--- config.mk ---
export PLATFORM = sky130hd
export DESIGN_NAME = uart_rx_core
export DESIGN_NICKNAME = d
export VERILOG_FILES = /design/src/rtl/uart_rx_core.sv
export SDC_FILE = /design/constraint.sdc
export NUM_CORES = 1
export LEC_CHECK = 0
export BUFFER_PORTS_ARGS = -buffer_cell sky130_fd_sc_hd__buf_2
export CAP_MARGIN = 20
export CORE_MARGIN = 2
export CORE_UTILIZATION = 30
export DETAILED_ROUTE_END_ITERATION = 7
export GPL_ROUTABILITY_DRIVEN = 1
export PLACE_DENSITY = 0.48
export SLEW_MARGIN = 30
export SYNTH_ARGS = -nofsm -noshare
export SYNTH_HDL_FRONTEND = slang
export SYNTH_SLANG_ARGS = --single-unit
export TNS_END_PERCENT = 100
--- constraint.sdc ---
create_clock -name I_clk -period 2.8 [get_ports I_clk]
set_input_delay 0.84 -clock I_clk [delete_from_list [all_inputs] [get_ports I_clk]]
set_output_delay 0.84 -clock I_clk [all_outputs]
set_load 0.05 [all_outputs]
--- src/rtl/uart_rx_core.sv ---
// uart_rx_core: baud tick generator plus 8-N-1 UART receiver for the RS-232 pin
// Ports: I_clk/I_rst_n clock and async active-low reset; I_rx_start receive enable (checked in IDLE);
//   I_rs232_rxd serial line in; I_bps_tx_clk_en / O_bps_tx_clk transmit baud enable and tick;
//   O_para_data last good byte; O_rx_done one-cycle byte strobe; O_rs232_rxd line echo.
// Macro UART_RX_LOOPBACK_EN: echo the synchronized line on O_rs232_rxd, otherwise drive idle mark.
module uart_rx_core #(
  parameter int CLK_FREQ = 100_000_000,
  parameter int BAUD = 115200
) (
  input  logic       I_clk,
  input  logic       I_rst_n,
  input  logic       I_rx_start,
  input  logic       I_rs232_rxd,
  input  logic       I_bps_tx_clk_en,
  output logic       O_bps_tx_clk,
  output logic [7:0] O_para_data,
  output logic       O_rx_done,
  output logic       O_rs232_rxd
);
  localparam int DIV = CLK_FREQ / BAUD;
  localparam int HALF = DIV / 2;
  localparam int CW = $clog2(DIV);
  typedef enum logic {IDLE, RECV} state_t;
  state_t state, state_nxt;
  logic rxd_s1, rxd_s2, rxd_s3;
  logic fall, tick;
  logic [CW-1:0] rx_cnt, tx_cnt;
  logic [3:0] bit_idx;
  logic [7:0] shift;
  always_ff @(posedge I_clk or negedge I_rst_n)
    if (!I_rst_n) {rxd_s1, rxd_s2, rxd_s3} <= 3'b111;
    else {rxd_s1, rxd_s2, rxd_s3} <= {I_rs232_rxd, rxd_s1, rxd_s2};
  assign fall = rxd_s3 & ~rxd_s2;
  assign tick = (state == RECV) && (rx_cnt == CW'(HALF));
  always_ff @(posedge I_clk or negedge I_rst_n)
    if (!I_rst_n) state <= IDLE;
    else state <= state_nxt;
  always_comb begin
    state_nxt = state;
    if (state == IDLE) state_nxt = (I_rx_start && fall) ? RECV : IDLE;
    else state_nxt = (tick && ((bit_idx == 4'd0 && rxd_s2) || bit_idx == 4'd9)) ? IDLE : RECV;
  end
  always_ff @(posedge I_clk or negedge I_rst_n)
    if (!I_rst_n) begin
      rx_cnt <= '0;
      bit_idx <= '0;
      shift <= '0;
      O_para_data <= '0;
      O_rx_done <= 1'b0;
    end else begin
      O_rx_done <= 1'b0;
      if (state != RECV) begin
        rx_cnt <= '0;
        bit_idx <= '0;
      end else begin
        rx_cnt <= (rx_cnt == CW'(DIV - 1)) ? '0 : rx_cnt + 1'b1;
        if (tick) begin
          bit_idx <= bit_idx + 1'b1;
          if (bit_idx >= 4'd1 && bit_idx <= 4'd8) shift <= {rxd_s2, shift[7:1]};
          if (bit_idx == 4'd9 && rxd_s2) begin
            O_para_data <= shift;
            O_rx_done <= 1'b1;
          end
        end
      end
    end
  always_ff @(posedge I_clk or negedge I_rst_n)
    if (!I_rst_n) tx_cnt <= '0;
    else tx_cnt <= (!I_bps_tx_clk_en || tx_cnt == CW'(DIV - 1)) ? '0 : tx_cnt + 1'b1;
  assign O_bps_tx_clk = I_bps_tx_clk_en && (tx_cnt == CW'(DIV - 1));
`ifdef UART_RX_LOOPBACK_EN
  assign O_rs232_rxd = rxd_s2;
`else
  assign O_rs232_rxd = 1'b1;
`endif
endmodule

==> flow_metrics.tcl, run 1 <==
set metrics [dict create \
    grt_pass1_vias 1293 \
    grt_pass1_wl_um 6290 \
    ys_warn_count 0 \
    yosysSeqAreaShare_pct 54.7 \
    grt_max_degree 18 \
    wl_per_cell_um 13.1 \
    rows 30 \
    pin_count 16 \
    drt_iter0_markers 79 \
    seqCellArea_um2 1130 \
    start_util_pct 30.8 \
    root_buffer "clkbuf_8" \
    post-cts-setup-buffers 0 \
    layout_common_cells "dfrtp_1 (42), nor2_1 (18), mux2_2 (16), nand2_1 (14), buf_2 (14)" \
    power_mw 1.12 \
    ant_nets 0 \
    clk-insertion-delay-late_ps 300 \
    antenna_found_initial 0 \
    area_delta_synth_final_pct 14.0 \
    max-vdd-ir-drop_mv 0.251 \
    required_ps 1960 \
    fmax_mhz 386 \
    cts-resized-gates 0 \
    netSwitchingPower_mw 0.272 \
    crit_slowest_cell "dfrtp_1" \
    die_h_um 87.0 \
    vias 1335 \
    syn_avg_cell_area_um2 11.5 \
    hold_path.class "reg2reg" \
    finalSetupTns_ps 0 \
    antenna_cells 0 \
    synth_nets 191 \
    finalHoldViolations 0 \
    io_buffers 14 \
    max_stage_delay_ps 390 \
    first_pass_iters 4 \
    dp_hpwl_um 2610 \
    crit_chain "ha_1 -> nor4b_2 -> nand2_1 -> nor3_2 -> buf_2" \
    crit_arrival_ps 1750 \
    die_x_um 87.0 \
    timing_worst_setup_path_type "reg2out" \
    drv_slew 0 \
    status "completed" \
    power.internal_mw 0.851 \
    hold_buffers 0 \
    synth_area_um2 2070 \
    p_clk_share_pct 37.5 \
    numClockSinks 45 \
    synth_cell_types 37 \
    combPwrFrac_pct 3.2 \
    drive_gt1_share_pct 26.1 \
    cts-htree-levels 2 \
    fin_nets 213 \
    wl_um 3700 \
    cp_max_fo 4 \
    multi_input_area_um2 907 \
    cap_violations 0 \
    n_fill_cell 678 \
    final_common_cell "dfrtp_1" \
    p_seq_share_pct 59.3 \
    setup_viol 0 \
    netlist_instances 180 \
    fp.dieArea_um2 7570 \
    end_kind "primary output" \
    cts_buffers 5 \
    synth_seq_cells 45 \
    worst_clock_skew_ps 6.21 \
    worstMarginPinSlew_ps 676 \
    gr-usage-all-layers_pct 10.7 \
    min_period_ps 2590 \
    switching_share_pct 24.2 \
    maxSlewHeadroom_pct 54.6 \
    core_area_um2 6720 \
    powerDensity_nw_per_um2 477 \
    period_share_pct 92.6 \
    clockBufferDepth 2 \
    via_per_inst 4.72 \
    cts_tree "done" \
    grt_overflow_total 0 \
    grt_setup_unrepaired "no" \
    gp_congestion 0.748 \
    clk_pin_slew_ps 90 \
    start_kind "flip-flop" \
    drcViolationCount 0 \
    p_leak_nw 1.08 \
]
final timing paths:
check	startpoint	to	slack (ps)	depth (start not counted)
worst max-delay path	tx_cnt[0]	O_bps_tx_clk	210	5
worst min-delay path	rxd_s1	rxd_s2	370	0
worst max register to register	rx_cnt[0]	O_para_data[0]	330	6
worst min register to register	rxd_s1	rxd_s2	370	0
max in group asynchronous	I_rst_n	rxd_s2	1690	2
min in group asynchronous	I_rst_n	O_para_data[4]	470	1
cells by family (layout without fill, tap and decap cells):
family          Yosys count  count (layout)  synth area share [%]
xor+xnor                 14              14                  5.93
other cells               1               1                 0.181
compound gates           16              16                  4.90
simple gates             69              69                  18.5
mux                      19              19                  10.2
buf+inv                  10              33                  2.00
fa+ha+maj                 6               6                  3.63
flops                    45              45                  54.7
synth_stat cells:
master	number	share of area, %
a21boi_0	2	0.73
a21oi_1	5	1.2
a31o_2	1	0.42
and2_1	4	1.2
and3_1	1	0.30
and3b_1	1	0.42
and4_1	1	0.42
buf_4	1	0.36
clkbuf_1	2	0.36
conb_1	1	0.18
dfrtp_1	42	51
dfstp_2	3	3.8
ha_1	6	3.6
inv_1	7	1.3
mux2_2	16	8.7
mux2i_1	3	1.5
nand2_1	14	2.5
nand2b_1	2	0.61
nand3_1	8	1.9
nand3_2	1	0.48
nand4_1	5	1.5
nor2_1	18	3.3
nor2b_1	1	0.30
nor3_1	5	1.2
nor4_4	1	1.0
nor4b_1	2	0.85
nor4bb_1	1	0.48
o21ai_0	3	0.73
o21ai_1	1	0.24
o311ai_0	1	0.42
o31ai_1	2	0.73
o41ai_1	1	0.42
or3_4	1	0.54
or3b_2	2	0.85
or4bb_1	1	0.54
xnor2_1	8	3.4
xor2_1	6	2.5
per-stage QoR:
step / worst slack (ps) / hold slack [ps] / cell area (um2) / cells / utilization, %
final: 207 / 366 / 2360 / 283 / 35.1
after global routing: 40.4 / 370 / 2360 / 283 / 35.1
after CTS: 45.2 / 367 / 2350 / 283 / 35.0
after detailed placement: 296 / 363 / 2260 / 275 / 33.6
after global placement: 355 / 362 / 2260 / 275 / 33.6
after floorplan: 283 / 345 / 2070 / 180 / -
flip-flops by register name, summed over array words and instances, names as in the netlist:
signal and cells:
tx_cnt 10, state 1, rx_cnt 10, O_para_data 8, O_rx_done 1, rxd_s1 1, bit_idx 4, rxd_s2 1
shift 8, rxd_s3 1
worst max-delay path: cells and delay by family (launching register included):
family | cells | cell delay, ps
adder cells (fa/ha/maj) | 1 | 240
AND/OR/NAND/NOR | 3 | 550
flip-flops | 1 | 390
buffers and inverters | 1 | 280
power groups by stage:
stage	combinational [mW]	clock, mW	sequential (mW)
3_5_place_dp	0.0376	0	0.678
5_1_grt	0.0423	0.472	0.667
6_report	0.0361	0.422	0.666
2_1_floorplan	0.0150	0	0.676
4_1_cts	0.0377	0.449	0.666
3_3_place_gp	0.0379	0	0.678
routing by layer:
layer	track usage (%)	part of all wire, %	vias to the layer above
li1	-	-	663
met1	14.8	54	652
met2	16.4	43	18
met3	2.84	2.9	2
met4	2.98	0.38	0
met5	0	0	-
final cells by class:
| class | count | area share (%) |
|---|---|---|
| sequential | 45 | 47.9 |
| multi-input combinational | 125 | 38.5 |
| timing repair buffer | 18 | 4.25 |
| tap | 80 | 4.25 |
| clock buffer | 5 | 2.92 |
| inverter | 7 | 1.11 |
| clock inverter | 3 | 1.06 |
No activity file was read; power rests on OpenSTA's default activity.
==> run 2: changes to the inputs <==
--- a/config.mk
+++ b/config.mk
@@ -6,12 +6,14 @@
 export NUM_CORES = 1
 export LEC_CHECK = 0
 export BUFFER_PORTS_ARGS = -buffer_cell sky130_fd_sc_hd__buf_2
-export CAP_MARGIN = 20
+export CAP_MARGIN = 25
+export CORE_ASPECT_RATIO = 1.5
 export CORE_MARGIN = 2
 export CORE_UTILIZATION = 30
 export DETAILED_ROUTE_END_ITERATION = 7
 export GPL_ROUTABILITY_DRIVEN = 1
 export PLACE_DENSITY = 0.48
+export SETUP_SLACK_MARGIN = 0.4
 export SLEW_MARGIN = 30
 export SYNTH_ARGS = -nofsm -noshare
 export SYNTH_HDL_FRONTEND = slang
==> flow_metrics.tcl, run 2 (synthesis gave the netlist of run 1 again) <==
set metrics [dict create \
    post_dp_cell_area_um2 2260 \
    start_kind "flip-flop" \
    cp_max_fo 6 \
    numClockSinks 45 \
    timing.critical_path.buf_inv 1 \
    grt_max_degree 46 \
    fin_ws_ps 495 \
    wl_met2_um 1910 \
    powerDensity_nw_per_um2 521 \
    power_mw 1.30 \
    highest_layer "met4" \
    end_kind "primary output" \
    maxSlewHeadroom_pct 56.7 \
    setup_viol 0 \
    drt_iter0_markers 47 \
    dp_hpwl_um 2440 \
    status "completed" \
    clk_pin_slew_ps 80 \
    grt_pass1_vias 1420 \
    netSwitchingPower_mw 0.266 \
    cap_violations 0 \
    cts_tree "done" \
    timing_worst_setup_path_type "reg2out" \
    hold_buffers 0 \
    start_util_pct 30.6 \
    max-vdd-ir-drop_mv 0.230 \
    antenna_cells 0 \
    cts_buffers 5 \
    combPwrFrac_pct 3.2 \
    grt_overflow_total 0 \
    gp_congestion 0.738 \
    wl_met3_um 118 \
    die_h_um 106 \
    clockBufferDepth 2 \
    vias 1360 \
    dp.cells 273 \
    finalHoldViolations 0 \
    cts-htree-levels 2 \
    root_buffer "clkbuf_8" \
    p_seq_share_pct 51.3 \
    area_delta_synth_final_pct 20.6 \
    core_area_um2 6760 \
    p_leak_nw 1.14 \
    rows 37 \
    max_stage_delay_ps 470 \
    period_share_pct 82.3 \
    layout_common_cells "dfrtp_1 (40), nor2_1 (18), mux2_2 (16), nand2_1 (13), buf_2 (13)" \
    whs_ps 360 \
    min_period_ps 2300 \
    dpl_worst_slack_ps 360 \
    io_buffers 14 \
    cp_num_cells 4 \
    min_path_cells 0 \
    grt_setup_unrepaired "no" \
    die_x_um 71.8 \
    hold_path.class "reg2reg" \
    fin_nets 220 \
    grt_pass1_wl_um 6460 \
    crit_arrival_ps 1460 \
    fin_cells 288 \
    required_ps 1960 \
    finalSetupTns_ps 0 \
    fmax_mhz 434 \
    drive_gt1_share_pct 30.5 \
    worstRegToRegCells 5 \
    first_pass_iters 4 \
    via_per_inst 4.72 \
    gr-usage-all-layers_pct 10.7 \
    final_common_cell "dfrtp_1" \
    clk-insertion-delay-late_ps 300 \
    ant_nets 0 \
    worst_clock_skew_ps 11.9 \
    top_regs "rx_cnt x10, tx_cnt x10" \
    final_util_pct 36.9 \
    p_clk_share_pct 45.5 \
    wl_um 3620 \
    fp.dieArea_um2 7580 \
    finalInstanceArea_um2 2490 \
    path_delay_family "simple AND/OR/NAND/NOR gates" \
    switching_share_pct 20.5 \
    crit_chain "nor4b_4 -> nand2_2 -> nor3_4 -> buf_6" \
    antenna_found_initial 0 \
    drt-met1-wl_um 1520 \
    drv_slew 0 \
    wl_per_cell_um 12.6 \
    power.internal_mw 1.03 \
    worstMarginPinSlew_ps 646 \
    crit_slowest_cell "dfrtp_2" \
    pin_count 16 \
    drcViolationCount 0 \
]
## run 2: area by class of cell
class	instances	area, um2
Sequential cell	45	1130
Fill cell	692	4270
Clock inverter	3	68.8
Timing Repair Buffer	25	163
Clock buffer	5	68.8
Tap cell	78	97.6
Inverter	7	26.3
Multi-Input combinational cell	125	937
## run 2: power groups by stage
stage	sequential [mW]	combinational, mW	clock, mW
5_1_grt	0.668	0.0486	0.641
3_3_place_gp	0.678	0.0355	0
4_1_cts	0.667	0.0430	0.616
2_1_floorplan	0.676	0.0150	0
3_5_place_dp	0.678	0.0353	0
6_report	0.667	0.0418	0.591
## run 2: timing repair
action	CTS	global route
setup endpoints to repair	1	9
pin swaps	2	2
buffers inserted	4	3
resized for setup	9	1
## run 2: metal layers
layer	global-route usage (%)	vias to the layer above
li1	-	678
met4	4.04	0
met3	2.96	8
met1	12.5	654
met5	0	-
met2	18.5	20
## run 2: worst paths after layout
check | from | endpoint | slack, ps
min | rxd_s1 | rxd_s2 | 360
max | tx_cnt[2] | O_bps_tx_clk | 500
min in group asynchronous | I_rst_n | rx_cnt[8] | 600
min reg2reg | rxd_s1 | rxd_s2 | 360
max in group asynchronous | I_rst_n | tx_cnt[2] | 1760
max reg2reg | rx_cnt[2] | O_para_data[2] | 510
